<file path="config.mk">
export PLATFORM = sky130hd
export DESIGN_NAME = spi_rx_deserializer_flat
export DESIGN_NICKNAME = d
export VERILOG_FILES = /design/src/rtl/spi_rx_deserializer_pkg.sv /design/src/rtl/spi_rx_deserializer_if.sv /design/src/rtl/spi_rx_deserializer_fifo.sv /design/src/rtl/spi_rx_deserializer.sv /design/src/flat_wrapper.sv
export SDC_FILE = /design/constraint.sdc
export NUM_CORES = 1
export LEC_CHECK = 0
export ABC_AREA = 0
export BUFFER_PORTS_ARGS = -buffer_cell sky130_fd_sc_hd__buf_4
export CAP_MARGIN = 20
export CORE_ASPECT_RATIO = 0.8
export CORE_UTILIZATION = 67
export DETAILED_ROUTE_END_ITERATION = 12
export PLACE_DENSITY_LB_ADDON = 0.2
export RECOVER_POWER = 25
export SLEW_MARGIN = 5
export SYNTH_ARGS = -nofsm -noshare
export SYNTH_HDL_FRONTEND = slang
export SYNTH_HIERARCHICAL = 1
export SYNTH_SLANG_ARGS = --single-unit
</file>
<file path="constraint.sdc">
create_clock -name clk -period 7.6 [get_ports clk]
set_clock_uncertainty 0.2 [all_clocks]
set_input_delay 1.52 -clock clk [delete_from_list [all_inputs] [get_ports clk]]
set_output_delay 1.52 -clock clk [all_outputs]
set_load 0.01 [all_outputs]
</file>
<file path="src/rtl/spi_rx_deserializer_pkg.sv">
// Shared constants and helpers for the SPI master receive path.
package spi_pkg;

  typedef enum logic [1:0] {
    MODE0 = 2'd0,
    MODE1 = 2'd1,
    MODE2 = 2'd2,
    MODE3 = 2'd3
  } mode_e;

  typedef enum logic [1:0] {
    IDLE  = 2'd0,
    SHIFT = 2'd1,
    PUSH  = 2'd2
  } state_e;

  localparam int unsigned DEPTH_DEF = 16;
  localparam int unsigned PTR_W_DEF = 4;

  localparam int unsigned RXFO_BIT = 0;
  localparam int unsigned RXFF_BIT = 1;
  localparam int unsigned RXFE_BIT = 2;

  // Keeps the low word_size+1 bits; word_size=31 yields all ones.
  function automatic logic [31:0] word_mask(input logic [4:0] ws);
    logic [32:0] m;
    m = (33'd1 << ({1'b0, ws} + 6'd1)) - 33'd1;
    return m[31:0];
  endfunction

endpackage

</file>
<file path="src/rtl/spi_rx_deserializer_if.sv">
// Avalon-side register view of the receive path: DATA read/pop, status flags, debug pointers.
interface spi_rx_deserializer_if #(
  parameter int unsigned PTR_W = 4
);
  logic             pop;
  logic             clear_ov;
  logic [31:0]      rd_data;
  logic             rxfe;
  logic             rxff;
  logic             rxfo;
  logic [PTR_W-1:0] rd_ptr;
  logic [PTR_W-1:0] wr_ptr;

  modport master (
    output pop, clear_ov,
    input  rd_data, rxfe, rxff, rxfo, rd_ptr, wr_ptr
  );

  modport slave (
    input  pop, clear_ov,
    output rd_data, rxfe, rxff, rxfo, rd_ptr, wr_ptr
  );
endinterface

</file>
<file path="src/rtl/spi_rx_deserializer_fifo.sv">
// Show-ahead RX FIFO with occupancy counter and sticky overflow flag.
module spi_rx_fifo
  import spi_pkg::*;
#(
  parameter int unsigned DEPTH = DEPTH_DEF,
  parameter int unsigned PTR_W = PTR_W_DEF
) (
  input  logic             clk,
  input  logic             reset,
  input  logic             push_i,
  input  logic [31:0]      wdata_i,
  input  logic             pop_i,
  input  logic             clear_ov_i,
  output logic [31:0]      rd_data_o,
  output logic             rxfe_o,
  output logic             rxff_o,
  output logic             rxfo_o,
  output logic [PTR_W-1:0] rd_ptr_o,
  output logic [PTR_W-1:0] wr_ptr_o
);

  logic [31:0]      mem_q [DEPTH];
  logic [PTR_W-1:0] rd_ptr_q, wr_ptr_q;
  logic [PTR_W:0]   count_q;
  logic             rxfo_q;
  logic             empty, full, do_push, do_pop, ovf_set;

  assign empty   = (count_q == '0);
  assign full    = (count_q == (PTR_W+1)'(DEPTH));
  // A pop on a full FIFO frees the slot the concurrent push lands in.
  assign do_push = push_i & (~full | pop_i);
  assign do_pop  = pop_i & ~empty;
  assign ovf_set = push_i & full & ~pop_i;

  always_ff @(posedge clk) begin
    if (do_push) mem_q[wr_ptr_q] <= wdata_i;
  end

  always_ff @(posedge clk or posedge reset) begin
    if (reset) begin
      rd_ptr_q <= '0;
      wr_ptr_q <= '0;
      count_q  <= '0;
      rxfo_q   <= 1'b0;
    end else begin
      if (do_push) wr_ptr_q <= wr_ptr_q + 1'b1;
      if (do_pop)  rd_ptr_q <= rd_ptr_q + 1'b1;
      unique case ({do_push, do_pop})
        2'b10:   count_q <= count_q + 1'b1;
        2'b01:   count_q <= count_q - 1'b1;
        default: count_q <= count_q;
      endcase
      if (ovf_set)         rxfo_q <= 1'b1;
      else if (clear_ov_i) rxfo_q <= 1'b0;
    end
  end

  assign rd_data_o = mem_q[rd_ptr_q];
  assign rxfe_o    = empty;
  assign rxff_o    = full;
  assign rxfo_o    = rxfo_q;
  assign rd_ptr_o  = rd_ptr_q;
  assign wr_ptr_o  = wr_ptr_q;

endmodule

</file>
<file path="src/rtl/spi_rx_deserializer.sv">
// SPI master receive deserializer: sync, edge detect, word FSM, RX FIFO.
// Optional SPI_RX_LOOPBACK_EN adds spi_tx_in/loopback to sample the TX line instead of MISO.
module spi_rx_deserializer
  import spi_pkg::*;
#(
  parameter int unsigned DEPTH = DEPTH_DEF,
  parameter int unsigned PTR_W = PTR_W_DEF
) (
  input  logic       clk,
  input  logic       reset,
  input  logic       enable,
  input  logic [1:0] mode,
  input  logic [4:0] word_size,
  input  logic       spi_clk_in,
  input  logic       frame_active,
  input  logic       spi_rx,
`ifdef SPI_RX_LOOPBACK_EN
  input  logic       spi_tx_in,
  input  logic       loopback,
`endif
  spi_rx_deserializer_if.slave bus
);

  logic        rx_src;
  logic [1:0]  rx_sync_q, clk_dly_q;
  logic        clk_prev_q;
  logic        rise, fall, sample_edge;
  state_e      state_q;
  logic [4:0]  bitcnt_q;
  logic [31:0] shreg_q, shreg_d;
  logic        push_q;
  logic [31:0] wdata_q;

`ifdef SPI_RX_LOOPBACK_EN
  assign rx_src = loopback ? spi_tx_in : spi_rx;
`else
  assign rx_src = spi_rx;
`endif

  always_ff @(posedge clk or posedge reset) begin
    if (reset) begin
      rx_sync_q  <= '0;
      clk_dly_q  <= '0;
      clk_prev_q <= 1'b0;
    end else begin
      rx_sync_q  <= {rx_sync_q[0], rx_src};
      clk_dly_q  <= {clk_dly_q[0], spi_clk_in};
      clk_prev_q <= clk_dly_q[1];
    end
  end

  assign rise        = clk_dly_q[1] & ~clk_prev_q;
  assign fall        = ~clk_dly_q[1] & clk_prev_q;
  assign sample_edge = (mode == MODE0 || mode == MODE3) ? rise : fall;
  assign shreg_d     = {shreg_q[30:0], rx_sync_q[1]};

  // The masked word is registered on the last sample edge so the FIFO write lands in the PUSH cycle.
  always_ff @(posedge clk or posedge reset) begin
    if (reset) begin
      state_q  <= IDLE;
      bitcnt_q <= '0;
      shreg_q  <= '0;
      push_q   <= 1'b0;
      wdata_q  <= '0;
    end else begin
      push_q <= 1'b0;
      unique case (state_q)
        IDLE: begin
          bitcnt_q <= word_size;
          if (enable && frame_active) state_q <= SHIFT;
        end
        SHIFT: begin
          if (!enable || !frame_active) begin
            state_q <= IDLE;
          end else if (sample_edge) begin
            shreg_q <= shreg_d;
            if (bitcnt_q == '0) begin
              state_q <= PUSH;
              push_q  <= 1'b1;
              wdata_q <= shreg_d & word_mask(word_size);
            end else begin
              bitcnt_q <= bitcnt_q - 5'd1;
            end
          end
        end
        PUSH: begin
          bitcnt_q <= word_size;
          state_q  <= (enable && frame_active) ? SHIFT : IDLE;
        end
        default: state_q <= IDLE;
      endcase
    end
  end

  spi_rx_fifo #(
    .DEPTH (DEPTH),
    .PTR_W (PTR_W)
  ) u_fifo (
    .clk        (clk),
    .reset      (reset),
    .push_i     (push_q),
    .wdata_i    (wdata_q),
    .pop_i      (bus.pop),
    .clear_ov_i (bus.clear_ov),
    .rd_data_o  (bus.rd_data),
    .rxfe_o     (bus.rxfe),
    .rxff_o     (bus.rxff),
    .rxfo_o     (bus.rxfo),
    .rd_ptr_o   (bus.rd_ptr),
    .wr_ptr_o   (bus.wr_ptr)
  );

endmodule
</file>
<file path="src/flat_wrapper.sv">
// flat-port wrapper written by rule: the top's interface ports become plain ports
module spi_rx_deserializer_flat import spi_pkg::*;
#(
  parameter int unsigned DEPTH = DEPTH_DEF,
  parameter int unsigned PTR_W = PTR_W_DEF
)
  (clk, reset, enable, mode, word_size, spi_clk_in, frame_active, spi_rx, bus_pop, bus_clear_ov, bus_rd_data, bus_rxfe, bus_rxff, bus_rxfo, bus_rd_ptr, bus_wr_ptr);
  spi_rx_deserializer_if #(.PTR_W(PTR_W)) bus_i ();
  input  logic clk;
  input  logic reset;
  input  logic enable;
  input  logic [1:0] mode;
  input  logic [4:0] word_size;
  input  logic spi_clk_in;
  input  logic frame_active;
  input  logic spi_rx;
  input wire logic [$bits(bus_i.pop)-1:0] bus_pop;
  input wire logic [$bits(bus_i.clear_ov)-1:0] bus_clear_ov;
  output wire logic [$bits(bus_i.rd_data)-1:0] bus_rd_data;
  output wire logic [$bits(bus_i.rxfe)-1:0] bus_rxfe;
  output wire logic [$bits(bus_i.rxff)-1:0] bus_rxff;
  output wire logic [$bits(bus_i.rxfo)-1:0] bus_rxfo;
  output wire logic [$bits(bus_i.rd_ptr)-1:0] bus_rd_ptr;
  output wire logic [$bits(bus_i.wr_ptr)-1:0] bus_wr_ptr;
  assign bus_i.pop = bus_pop;
  assign bus_i.clear_ov = bus_clear_ov;
  assign bus_rd_data = bus_i.rd_data;
  assign bus_rxfe = bus_i.rxfe;
  assign bus_rxff = bus_i.rxff;
  assign bus_rxfo = bus_i.rxfo;
  assign bus_rd_ptr = bus_i.rd_ptr;
  assign bus_wr_ptr = bus_i.wr_ptr;
  spi_rx_deserializer #(.DEPTH(DEPTH), .PTR_W(PTR_W)) u_core (.clk(clk), .reset(reset), .enable(enable), .mode(mode), .word_size(word_size), .spi_clk_in(spi_clk_in), .frame_active(frame_active), .spi_rx(spi_rx), .bus(bus_i));
endmodule
</file>
==> flow_summary.yaml <==
placement:
  place_congestion: 0.862
  place_area_um2: 25100
  io_buffers: 57
  hpwl_um: 27000
yosys:
  synthFlopType: "edfxtp_1"
  syn_nets: 1361
  synth_area_per_cell_um2: 18.2
  ys_warn_count: 6
  synth_top_cell_area_share_pct: 63.3
  yosys.area.top_type: "edfxtp_1"
  synth.distinct_cells: 66
  synthesis.area_um2: 24300
  ys_ff_latch: 602
  syn-instance-count: 1333
  synth-edff-count: 512
  async_flop_share_pct: 15.0
  seq_area_frac_synth_pct: 72.6
  synth_area_leaders: "edfxtp_1 (63%), dfrtp_1 (9.3%), mux4_2 (5.6%)"
clocking:
  clock_latency_ps: 580
  cts-resized-gates: 0
  clock-root-buffer: "clkbuf_16"
  clk_pin_slew_ps: 60
  cts_buffers: 54
  cts_tree: "built"
  clockBufferDepth: 3
  cts.sinks: 602
  cts_setup_buffers: 0
  ctsHoldBuffers: 0
  h-tree-depth: 2
die:
  die_h_um: 172
  fp-row-count: 61
  die_area_um2: 37000
  coreArea_um2: 35200
  die_w_um: 215
  pin_count: 58
  start_util_pct: 69.0
critical_path:
  r2r_cells: 12
  r2r_start: "u_core/u_fifo/count_q[0]$_DFFE_PP0P_"
  end_kind: "output pin"
  reg2reg_slack_ps: 4230
  cp_max_fo: 38
  worst-setup-path-type: "reg2out"
  reg2reg_to: "u_core/u_fifo/count_q[4]$_DFFE_PP0P_"
  worstPathArrival_ps: 4020
  cp.required_ps: 5880
  start_kind: "flip-flop"
grt:
  grt_pass1_vias: 12500
  grt_use_total_pct: 28.9
  grt_max_degree: 97
  grt_pass1_wl_um: 78000
  antenna_found_initial: 0
  grt_overflow: 0
power_and_ir_drop:
  total_power_w: 0.00846
  power.density_nw_per_um2: 314
  p_leak_nw: 9.48
  ir_drop_v: 0.000241
status:
  outcome: "finished, final reports clean"
worst_hold_path:
  min-delay-start: "u_core/clk_dly_q[0]$_DFF_PP0_"
  min_path_cells: 0
  holdPathEnd: "u_core/clk_dly_q[1]$_DFF_PP0_"
  hold_class: "reg2reg"
timing:
  relSlewSlack_pct: 29.0
  period_minus_slack_ps: 5740
  slew_viol_final: 0
  worstMarginPinSlew_ps: 1070
  setup-violations-final: 0
  fin_hold_ws_ps: 154
  finalHoldViolCount: 0
  fmax_ghz: 0.174
  fin_crit_sh_pct: 75.5
  rsz0062_at_grt: "no"
  fin_setup_tns_ps: 0
final_layout:
  fin_util_pct: 76.6
  area_delta_synth_final_pct: 11.0
  stdcell_area_um2: 26900
  fill_cells: 1902
  drive_gt1_share_pct: 21.8
  final_cell_mix: "edfxtp_1 (512), mux2i_1 (134), dfrtp_1 (87)"
  layout_commonest_cell: "edfxtp_1"
  diodes: 0
  num-nets-final: 1424
detailed_routing:
  vias_per_cell: 6.77
  routed_wirelength_um: 52400
  wl_per_cell_um: 27.4
  firstDrtPassIters: 6
  drc: 0
  drt_iter0_markers: 1713
  num_vias: 13000
  ant_nets: 0
flow_run:
  drv_cap: 0
[sequential cells by signal, indices dropped and copies added (netlist names), 2 cells and up]
name and cells:
u_core/state_q 2, u_core/bitcnt_q 5, u_core/clk_dly_q 2, u_core/wdata_q 32, u_core/rx_sync_q 2, u_core/u_fifo/rd_ptr_o 4
u_core/u_fifo/wr_ptr_o 4, u_core/u_fifo/count_q 5, u_core/shreg_q 31, u_core/u_fifo/mem_q 512
[through the flow]
| step | setup slack [ps] | instances |
|---|---|---|
| 3_3_place_gp | 2710 | 1811 |
| 6_report | 1860 | 1913 |
| 5_1_grt | 1720 | 1913 |
| 4_1_cts | 1890 | 1912 |
| 3_5_place_dp | 2540 | 1811 |
| 2_1_floorplan | 2840 | 1333 |
[area by class of cell]
cell class | count | area, um2 | share of cell area (%)
multi-input cells | 622 | 6080 | 22.6
inverters | 30 | 119 | 0.441
well taps | 472 | 591 | 2.19
flip-flops and latches | 602 | 17600 | 65.5
clock buffers | 76 | 1580 | 5.86
repair buffers | 86 | 678 | 2.52
clock inverters | 25 | 251 | 0.934
[critical path: stages (launching register included)]
cell and delay, ps:
dfrtp_1 700, buf_4 490, nor2b_4 840, buf_4 630, a221oi_1 220, o21ai_0 240
nand2_1 120, buf_4 160
[cell families (layout without fill, tap and decap cells)]
family / after synthesis / in the layout / share of synthesized area [%]
buffers and inverters: 109 / 217 / 2.80
adders and majority gates: 13 / 13 / 0.701
xor gates and xnor gates: 12 / 12 / 0.464
muxes: 245 / 245 / 14.2
and+or+nand+nor: 144 / 144 / 2.96
DFF: 602 / 602 / 72.6
AOI/OAI and AO/OA: 207 / 207 / 6.21
other: 1 / 1 / 0.0154
[how the worst max path moves through the flow]
| stage | startpoint | endpoint | slack (ps) | depth (start not counted) |
|---|---|---|---|---|
| finish | u_core/u_fifo/rd_ptr_o[2]$_DFFE_PP0P_ | bus_rd_data[20] | 1860 | 7 |
| global route | u_core/u_fifo/rd_ptr_o[2]$_DFFE_PP0P_ | bus_rd_data[20] | 1720 | 7 |
| CTS | u_core/u_fifo/rd_ptr_o[2]$_DFFE_PP0P_ | bus_rd_data[20] | 1890 | 7 |
| detailed placement | u_core/u_fifo/rd_ptr_o[2]$_DFFE_PP0P_ | bus_rd_data[20] | 2540 | 7 |
| global placement | u_core/u_fifo/rd_ptr_o[2]$_DFFE_PP0P_ | bus_rd_data[31] | 2710 | 7 |
| floorplan | bus_pop | u_core/u_fifo/mem_q[3][0]$_DFFE_PP_ | 2840 | 4 |
[Yosys cell counts (4+ instances only)]
cell type / number
nor3_1: 12
nand4_1: 6
a221oi_1: 64
mux4_1: 4
a22oi_1: 32
nand2_1: 58
nand3_1: 13
mux2_4: 30
nor2b_1: 5
dfrtp_1: 90
clkbuf_1: 28
o21a_1: 5
inv_1: 29
o21ai_0: 50
mux2_2: 15
buf_2: 21
mux4_2: 60
a21o_1: 4
mux2i_1: 134
a21boi_0: 6
nor2_1: 20
and3_1: 5
ha_1: 12
nand2b_1: 6
buf_8: 8
xnor2_1: 8
edfxtp_1: 512
nor4_1: 4
a21oi_1: 13
buf_6: 11
buf_4: 5
o2bb2ai_1: 6
a31o_2: 6
[routing by layer]
layer	routed length, um	vias up	GRT usage (%)
met5	0	-	0
met4	1280	0	8.20
met3	4790	96	4.47
met2	24500	697	44.8
met1	21800	6674	43.4
li1	-	5490	-
[power by group]
group / switching (W) / internal [W] / leakage [nW] / total (W)
combinational: 0.00110 / 0.000858 / 2.90 / 0.00196
clock: 0.00116 / 0.00162 / 0.909 / 0.00278
sequential: 0.000136 / 0.00359 / 5.67 / 0.00372
total: 0.00240 / 0.00606 / 9.48 / 0.00846
Power figures use the tool's default switching activity.
